===== config.mk =====
export PLATFORM = sky130hd
export DESIGN_NAME = uio_bus_sched
export DESIGN_NICKNAME = d
export VERILOG_FILES = /design/src/rtl/uio_sched_pkg.sv /design/src/rtl/uio_bus_sched_rr_pick.sv /design/src/rtl/uio_bus_sched.sv
export SDC_FILE = /design/constraint.sdc
export NUM_CORES = 1
export LEC_CHECK = 0
export ABC_AREA = 0
export CORE_ASPECT_RATIO = 0.75
export CORE_UTILIZATION = 52
export CTS_BUF_LIST = sky130_fd_sc_hd__clkbuf_8
export DETAILED_ROUTE_END_ITERATION = 16
export PLACE_DENSITY_LB_ADDON = 0.3
export SLEW_MARGIN = 20
export SYNTH_ARGS = -nofsm -noshare
export SYNTH_HDL_FRONTEND = slang
export SYNTH_SLANG_ARGS = --single-unit

===== constraint.sdc =====
create_clock -name clk -period 7.85 [get_ports clk]
set_input_delay 2.355 -clock clk [delete_from_list [all_inputs] [get_ports clk]]
set_output_delay 2.355 -clock clk [all_outputs]
set_load 0.01 [all_outputs]

===== src/rtl/uio_sched_pkg.sv =====
// uio_sched_pkg
//   Shared types and constants for the uio pin-bank scheduler.
//   state_t : scheduler FSM states (IDLE, TURN, XFER)
//   BYTE_W  : width of one transfer on the uio bank
//   OE_OUT  : pad enable value when the tile drives the bank
//   OE_IN   : pad enable value when the bank is an input
package uio_sched_pkg;

    typedef enum logic [1:0] {
        IDLE = 2'd0,
        TURN = 2'd1,
        XFER = 2'd2
    } state_t;

    localparam int         BYTE_W = 8;
    localparam logic [7:0] OE_OUT = 8'hFF;
    localparam logic [7:0] OE_IN  = 8'h00;

endpackage


===== src/rtl/uio_bus_sched_rr_pick.sv =====
// rr_pick
//   Combinational round-robin priority select. Searches elig_i upward
//   starting at ptr_i+1, wrapping modulo N, and returns the first set index.
//   Ports:
//     elig_i  [N-1:0]  eligible requesters
//     ptr_i   [PW-1:0] index of the most recent winner (must be < N)
//     found_o          at least one requester is eligible
//     idx_o   [PW-1:0] winning index (0 when found_o is low)
module rr_pick #(
    parameter int N  = 3,
    parameter int PW = 2
) (
    input  logic [N-1:0]  elig_i,
    input  logic [PW-1:0] ptr_i,
    output logic          found_o,
    output logic [PW-1:0] idx_o
);

    logic [2*N-1:0] dbl;
    logic [N-1:0]   rot;
    int             off;
    int             sum;

    always_comb begin
        // Rotate so that bit j of rot corresponds to index (ptr+1+j) mod N;
        // the lowest set bit of rot is then the round-robin winner.
        dbl = {elig_i, elig_i} >> (int'(ptr_i) + 1);
        rot = dbl[N-1:0];
        off = 0;
        for (int j = N - 1; j >= 0; j--) begin
            if (rot[j]) begin
                off = j;
            end
        end
        sum = int'(ptr_i) + 1 + off;
        if (sum >= N) begin
            sum = sum - N;
        end
        found_o = |elig_i;
        idx_o   = found_o ? PW'(sum) : '0;
    end

endmodule


===== src/rtl/uio_bus_sched.sv =====
// uio_bus_sched
//   Round-robin scheduler sharing the 8-bit bidirectional uio pin bank
//   between NREQ requesters. Each grant is a single-byte write (drive the
//   pads) or read (sample the pads). Turnaround cycles with the pads
//   released are inserted whenever the bus direction changes.
//   Ports:
//     clk, rst_n            clock, asynchronous active-low reset
//     ena                   tile enable; low blocks new grants and parks
//                           the bus as input
//     req/req_wr/req_wdata  per-requester request, direction, write byte
//     done                  one-hot completion pulse, one cycle
//     rdata                 last read byte, valid while done pulses a read
//     uio_in/out/oe         pad input, pad output, pad enable
//   All outputs come straight from registers.
module uio_bus_sched
    import uio_sched_pkg::*;
#(
    parameter int NREQ        = 3,
    parameter int TURN_CYCLES = 1
) (
    input  logic                   clk,
    input  logic                   rst_n,
    input  logic                   ena,
    input  logic [NREQ-1:0]        req,
    input  logic [NREQ-1:0]        req_wr,
    input  logic [NREQ*BYTE_W-1:0] req_wdata,
    output logic [NREQ-1:0]        done,
    output logic [BYTE_W-1:0]      rdata,
    input  logic [BYTE_W-1:0]      uio_in,
    output logic [BYTE_W-1:0]      uio_out,
    output logic [BYTE_W-1:0]      uio_oe
);

    localparam int            PW        = (NREQ > 1) ? $clog2(NREQ) : 1;
    localparam logic [PW-1:0] PTR_RST   = PW'(NREQ - 1);
    localparam logic [3:0]    TURN_LOAD = 4'((TURN_CYCLES > 0) ? TURN_CYCLES - 1 : 0);

    state_t              state_q, state_d;
    logic                dir_q, dir_d;
    logic [PW-1:0]       ptr_q, ptr_d;
    logic [3:0]          cnt_q, cnt_d;
    logic [PW-1:0]       idx_q, idx_d;
    logic                wr_q, wr_d;
    logic [BYTE_W-1:0]   wdata_q, wdata_d;
    logic [NREQ-1:0]     done_q, done_d;
    logic [BYTE_W-1:0]   rdata_q, rdata_d;
    logic [BYTE_W-1:0]   out_q, out_d;
    logic [BYTE_W-1:0]   oe_q, oe_d;

    logic [NREQ-1:0]     elig;
    logic                found;
    logic [PW-1:0]       pick_idx;
    logic                win_wr;
    logic [BYTE_W-1:0]   win_data;

    // A requester whose done is pulsing this cycle usually still has req
    // high; masking it keeps it from being re-granted for the same request.
    assign elig = req & ~done_q;

    rr_pick #(
        .N  (NREQ),
        .PW (PW)
    ) u_pick (
        .elig_i  (elig),
        .ptr_i   (ptr_q),
        .found_o (found),
        .idx_o   (pick_idx)
    );

    always_comb begin
        win_wr   = 1'b0;
        win_data = '0;
        for (int i = 0; i < NREQ; i++) begin
            if (pick_idx == PW'(i)) begin
                win_wr   = req_wr[i];
                win_data = req_wdata[i*BYTE_W +: BYTE_W];
            end
        end
    end

    always_comb begin
        state_d = state_q;
        dir_d   = dir_q;
        ptr_d   = ptr_q;
        cnt_d   = cnt_q;
        idx_d   = idx_q;
        wr_d    = wr_q;
        wdata_d = wdata_q;
        done_d  = '0;
        rdata_d = rdata_q;
        out_d   = out_q;
        oe_d    = oe_q;

        case (state_q)
            IDLE: begin
                if (!ena) begin
                    dir_d = 1'b0;
                end else if (found) begin
                    idx_d   = pick_idx;
                    wr_d    = win_wr;
                    wdata_d = win_data;
                    ptr_d   = pick_idx;
                    if ((win_wr == dir_q) || (TURN_CYCLES == 0)) begin
                        state_d = XFER;
                    end else begin
                        state_d = TURN;
                        cnt_d   = TURN_LOAD;
                    end
                end
            end
            TURN: begin
                if (cnt_q == 4'd0) begin
                    state_d = XFER;
                end else begin
                    cnt_d = cnt_q - 4'd1;
                end
            end
            XFER: begin
                state_d = IDLE;
                for (int i = 0; i < NREQ; i++) begin
                    done_d[i] = (idx_q == PW'(i));
                end
                if (!wr_q) begin
                    rdata_d = uio_in;
                end
            end
            default: begin
                state_d = IDLE;
            end
        endcase

        // Pad registers are loaded from the state being entered so that
        // the pads already show the right value in that state's cycle.
        case (state_d)
            TURN: begin
                oe_d = OE_IN;
            end
            XFER: begin
                dir_d = wr_d;
                oe_d  = wr_d ? OE_OUT : OE_IN;
                if (wr_d) begin
                    out_d = wdata_d;
                end
            end
            default: begin
                oe_d = dir_d ? OE_OUT : OE_IN;
            end
        endcase
    end

    always_ff @(posedge clk or negedge rst_n) begin
        if (!rst_n) begin
            state_q <= IDLE;
            dir_q   <= 1'b0;
            ptr_q   <= PTR_RST;
            cnt_q   <= 4'd0;
            idx_q   <= '0;
            wr_q    <= 1'b0;
            wdata_q <= '0;
            done_q  <= '0;
            rdata_q <= '0;
            out_q   <= '0;
            oe_q    <= OE_IN;
        end else begin
            state_q <= state_d;
            dir_q   <= dir_d;
            ptr_q   <= ptr_d;
            cnt_q   <= cnt_d;
            idx_q   <= idx_d;
            wr_q    <= wr_d;
            wdata_q <= wdata_d;
            done_q  <= done_d;
            rdata_q <= rdata_d;
            out_q   <= out_d;
            oe_q    <= oe_d;
        end
    end

    assign done    = done_q;
    assign rdata   = rdata_q;
    assign uio_out = out_q;
    assign uio_oe  = oe_q;

endmodule


==> impl_metrics.env <==
export IMPL_status="completed"
export IMPL_ctsHtreeMaxLevel=2
export IMPL_skew_ns=0.00873
export IMPL_switching_share_pct=41.7
export IMPL_combPwrFrac_pct=62.2
export IMPL_cp_common_cell="ha_1"
export IMPL_grt_antenna_before_repair=0
export IMPL_cts_setup_buffers=0
export IMPL_cts_buffers=5
export IMPL_wl_per_cell_um=14.7
export IMPL_die_h_um=58.0
export IMPL_rsz0062_at_grt="no"
export IMPL_synth_ff_type="dfrtp_1"
export IMPL_clock_sinks=39
export IMPL_cp_max_fo=10
export IMPL_place_area_um2=2800
export IMPL_cp_slowest_cell="fa_1"
export IMPL_wirelength_um=4760
export IMPL_ant_nets=0
export IMPL_cts_tree="built"
export IMPL_grt_pass1_vias=1827
export IMPL_synth_edf_count=0
export IMPL_relSlewSlack_pct=44.1
export IMPL_path_class="primary input to flip-flop"
export IMPL_p_sw_mw=0.569
export IMPL_cts_root_buffer="clkbuf_8"
export IMPL_synthArstFlopShare_pct=100
export IMPL_setup_viol=0
export IMPL_finalHoldViolCount=0
export IMPL_synth_yosys_warnings=0
export IMPL_arrival_ns=7.11
export IMPL_synth_nets=253
export IMPL_syn_inst=206
export IMPL_grtUsageTotal_pct=24.8
export IMPL_min_from="wdata_q[6]"
export IMPL_holdCritPathClass="flip-flop to flip-flop"
export IMPL_crit_start="req[0]"
export IMPL_firstDrtPassIters=4
export IMPL_end_kind="flip-flop"
export IMPL_r2r_slack_ns=2.90
export IMPL_crit_family="simple AND/OR/NAND/NOR gates"
export IMPL_io_buffers=67
export IMPL_syn_area_um2=2170
export IMPL_dp_hpwl_um=3610
export IMPL_drv_slew=0
export IMPL_max_stage_delay_ns=0.48
export IMPL_synthTopCellsByArea="dfrtp_1 44%, nand2_1 5.5%, mux2_2 4.7%, a222oi_1 3.2%, a32o_1 3.2%"
export IMPL_seqPwrFrac_pct=27.0
export IMPL_clockBufferDepth=2
export IMPL_tightest_slew_ns=0.839
export IMPL_drcViolationCount=0
export IMPL_finalSetupTns_ns=0
export IMPL_wl_met2_um=2210
export IMPL_yosysSeqAreaShare_pct=45.0
export IMPL_crit_required_ns=8.03
export IMPL_coreArea_um2=3830
export IMPL_grt_max_degree=40
export IMPL_die_area_um2=4440
export IMPL_topRoutingLayerUsed="met4"
export IMPL_clk_pin_slew_worst_paths_ns=0.08
export IMPL_wl_met3_um=283
export IMPL_ys_types=47
export IMPL_chipWidth_um=76.6
export IMPL_finalCriticalPeriod_ns=6.94
export IMPL_diodes=0
export IMPL_power_leakage_nw=1.22
export IMPL_finish_instance_area_um2=2900
export IMPL_period_share_pct=88.3
export IMPL_hold_buffers=0
export IMPL_crit_chain="clkdlybuf4s50_1 -> nor2b_4 -> or3b_2 -> o32ai_1 -> a31oi_1 -> ha_1 -> inv_1 -> fa_1 -> ha_1 -> o21ba_1 -> mux2_2 -> or2_1 -> a22oi_2 -> mux2i_1 -> nor2_1 -> ha_1 -> nor2b_1 -> buf_4 -> nor2b_1 -> o32a_1"
export IMPL_vias=1770
export IMPL_syn_avg_cell_area_um2=10.5
export IMPL_r2r_start="ptr_q[1]"
export IMPL_synth_top_area_share_pct=43.8
export IMPL_detail_route_iter0_violations=84
export IMPL_row_count=19
export IMPL_synth_seq_cells=39
export IMPL_ir_drop_mv=0.293
export IMPL_critPathBufInv=3
export IMPL_cap_violations=0
export IMPL_p_per_area_nw_per_um2=471
export IMPL_intPower_mw=0.796
export IMPL_grt_remaining_overflow=0
export IMPL_wl_met1_um=2230
export IMPL_cts_resized=0
export IMPL_nets=317
export IMPL_drive_gt1_share_pct=11.4
export IMPL_yosysTopAreaCell="dfrtp_1"
export IMPL_power_share_clock_pct=10.8
export IMPL_grt_pass1_wl_um=8470
export IMPL_clkLatencyLatePin_ns=0.29
export IMPL_start_util_pct=56.7
export IMPL_start_kind="primary input"
export IMPL_pin_count=68
export IMPL_via_per_inst=5.48
export IMPL_syn_to_final_growth_pct=33.4
export IMPL_fmax_mhz=144
export IMPL_globalplace_congestion=0.888
==> flip-flops by register name, indices dropped and copies added (netlist names) <==
name and flops:
rdata 8, idx_q 1, uio_out 8, wdata_q 8
cnt_q 4, done 3, state_q 2, wr_q 1
ptr_q 2, dir_q 1, uio_oe 1
==> worst register-to-register path: stages (launching register included) <==
cell     delay, ns
dfstp_2       0.60
or3b_2        0.48
o32ai_1       0.14
a31oi_1       0.08
ha_1          0.19
inv_1         0.06
fa_1          0.48
ha_1          0.36
o21ba_1       0.18
mux2_2        0.27
or2_1         0.35
a22oi_2       0.26
mux2i_1       0.45
nor2_1        0.09
ha_1          0.23
nor2b_1       0.13
buf_4         0.19
nor2b_1       0.14
o32a_1        0.17
==> cell families (layout without fill, tap and decap cells) <==
family	after synthesis	after routing	synth area share, %
adder cells (fa/ha/maj)	6	6	3.80
AO/OA/AOI/OAI	48	48	19.3
AND/OR/NAND/NOR	74	74	16.4
multiplexers	12	12	6.05
XOR/XNOR	5	5	2.02
buffers and inverters	22	87	7.43
flip-flops	39	39	45.0
==> cell usage in the layout (no fill, tap or decap), types with 3 or more instances in the layout <==
| cell | Yosys | routed |
|---|---|---|
| nor2_1 | 16 | 16 |
| mux2i_1 | 3 | 3 |
| mux2_2 | 9 | 9 |
| a222oi_1 | 7 | 7 |
| nor2b_1 | 3 | 3 |
| ha_1 | 5 | 5 |
| a32o_1 | 7 | 7 |
| clkdlybuf4s50_1 | 0 | 66 |
| nor3_1 | 6 | 6 |
| inv_1 | 8 | 9 |
| o21a_1 | 8 | 8 |
| buf_4 | 7 | 3 |
| xnor2_1 | 4 | 4 |
| o32ai_1 | 3 | 3 |
| nand2_1 | 32 | 32 |
| nand2b_1 | 6 | 6 |
| clkbuf_8 | 3 | 7 |
| dfrtp_1 | 38 | 38 |
| a21oi_1 | 5 | 5 |
==> cell type report <==
cell class | count | area, um2
clock buffers | 7 | 96.3
clock inverters | 1 | 3.75
fillers | 265 | 931
inverters | 9 | 33.8
multi-input cells | 145 | 1030
flip-flops and latches | 39 | 977
well taps | 52 | 65.1
repair buffers | 70 | 688
==> worst paths after layout <==
check | cells past startpoint | end
setup / recovery | 20 | uio_out[6]
hold / removal | 1 | wdata_q[6]
setup reg to reg | 18 | uio_out[6]
hold reg to reg | 1 | wdata_q[6]
max in group asynchronous | 1 | wdata_q[1]
min in group asynchronous | 1 | done[2]
==> through the flow <==
| step | power (mW) | std cells | util (%) | hold WS [ns] | setup slack [ns] |
|---|---|---|---|---|---|
| 3_5_place_dp | 1.21 | 315 | 73.1 | 0.470 | 0.605 |
| 3_3_place_gp | 1.19 | 315 | 73.1 | 0.469 | 0.773 |
| 6_report | 1.36 | 323 | 75.7 | 0.485 | 0.915 |
| 5_1_grt | 1.49 | 323 | 75.7 | 0.510 | 0.686 |
| 2_1_floorplan | 0.995 | 206 | - | 0.447 | 1.46 |
| 4_1_cts | 1.37 | 323 | 75.7 | 0.487 | 0.906 |
==> cell usage after synthesis, types with 2 or more instances <==
| cell type | instances |
|---|---|
| mux2i_1 | 3 |
| nor2b_1 | 3 |
| o21ai_0 | 2 |
| nand2b_1 | 6 |
| nor3_1 | 6 |
| a222oi_1 | 7 |
| nor3b_1 | 2 |
| nand2_1 | 32 |
| mux2_2 | 9 |
| buf_6 | 3 |
| nor2_1 | 16 |
| nor2b_4 | 2 |
| o21a_1 | 8 |
| clkbuf_8 | 3 |
| buf_4 | 7 |
| a21oi_1 | 5 |
| ha_1 | 5 |
| inv_1 | 8 |
| dfrtp_1 | 38 |
| or2_1 | 2 |
| o32ai_1 | 3 |
| a32o_1 | 7 |
| xnor2_1 | 4 |
| o22ai_1 | 2 |
==> metal layers <==
layer / GRT usage (%) / vias to the layer above
li1: - / 869
met1: 33.8 / 839
met2: 38.4 / 56
met3: 7.87 / 6
met4: 7.14 / 0
met5: 0 / -
==> power by group through the flow <==
| stage | Sequential, mW | Combinational, mW | Clock, mW |
|---|---|---|---|
| floorplan | 0.372 | 0.623 | 0 |
| global placement | 0.369 | 0.823 | 0 |
| CTS | 0.368 | 0.849 | 0.148 |
| global route | 0.382 | 0.942 | 0.162 |
| finish | 0.369 | 0.849 | 0.147 |
| detailed placement | 0.371 | 0.844 | 0 |
Note: power is estimated with default switching activity, not from simulation.
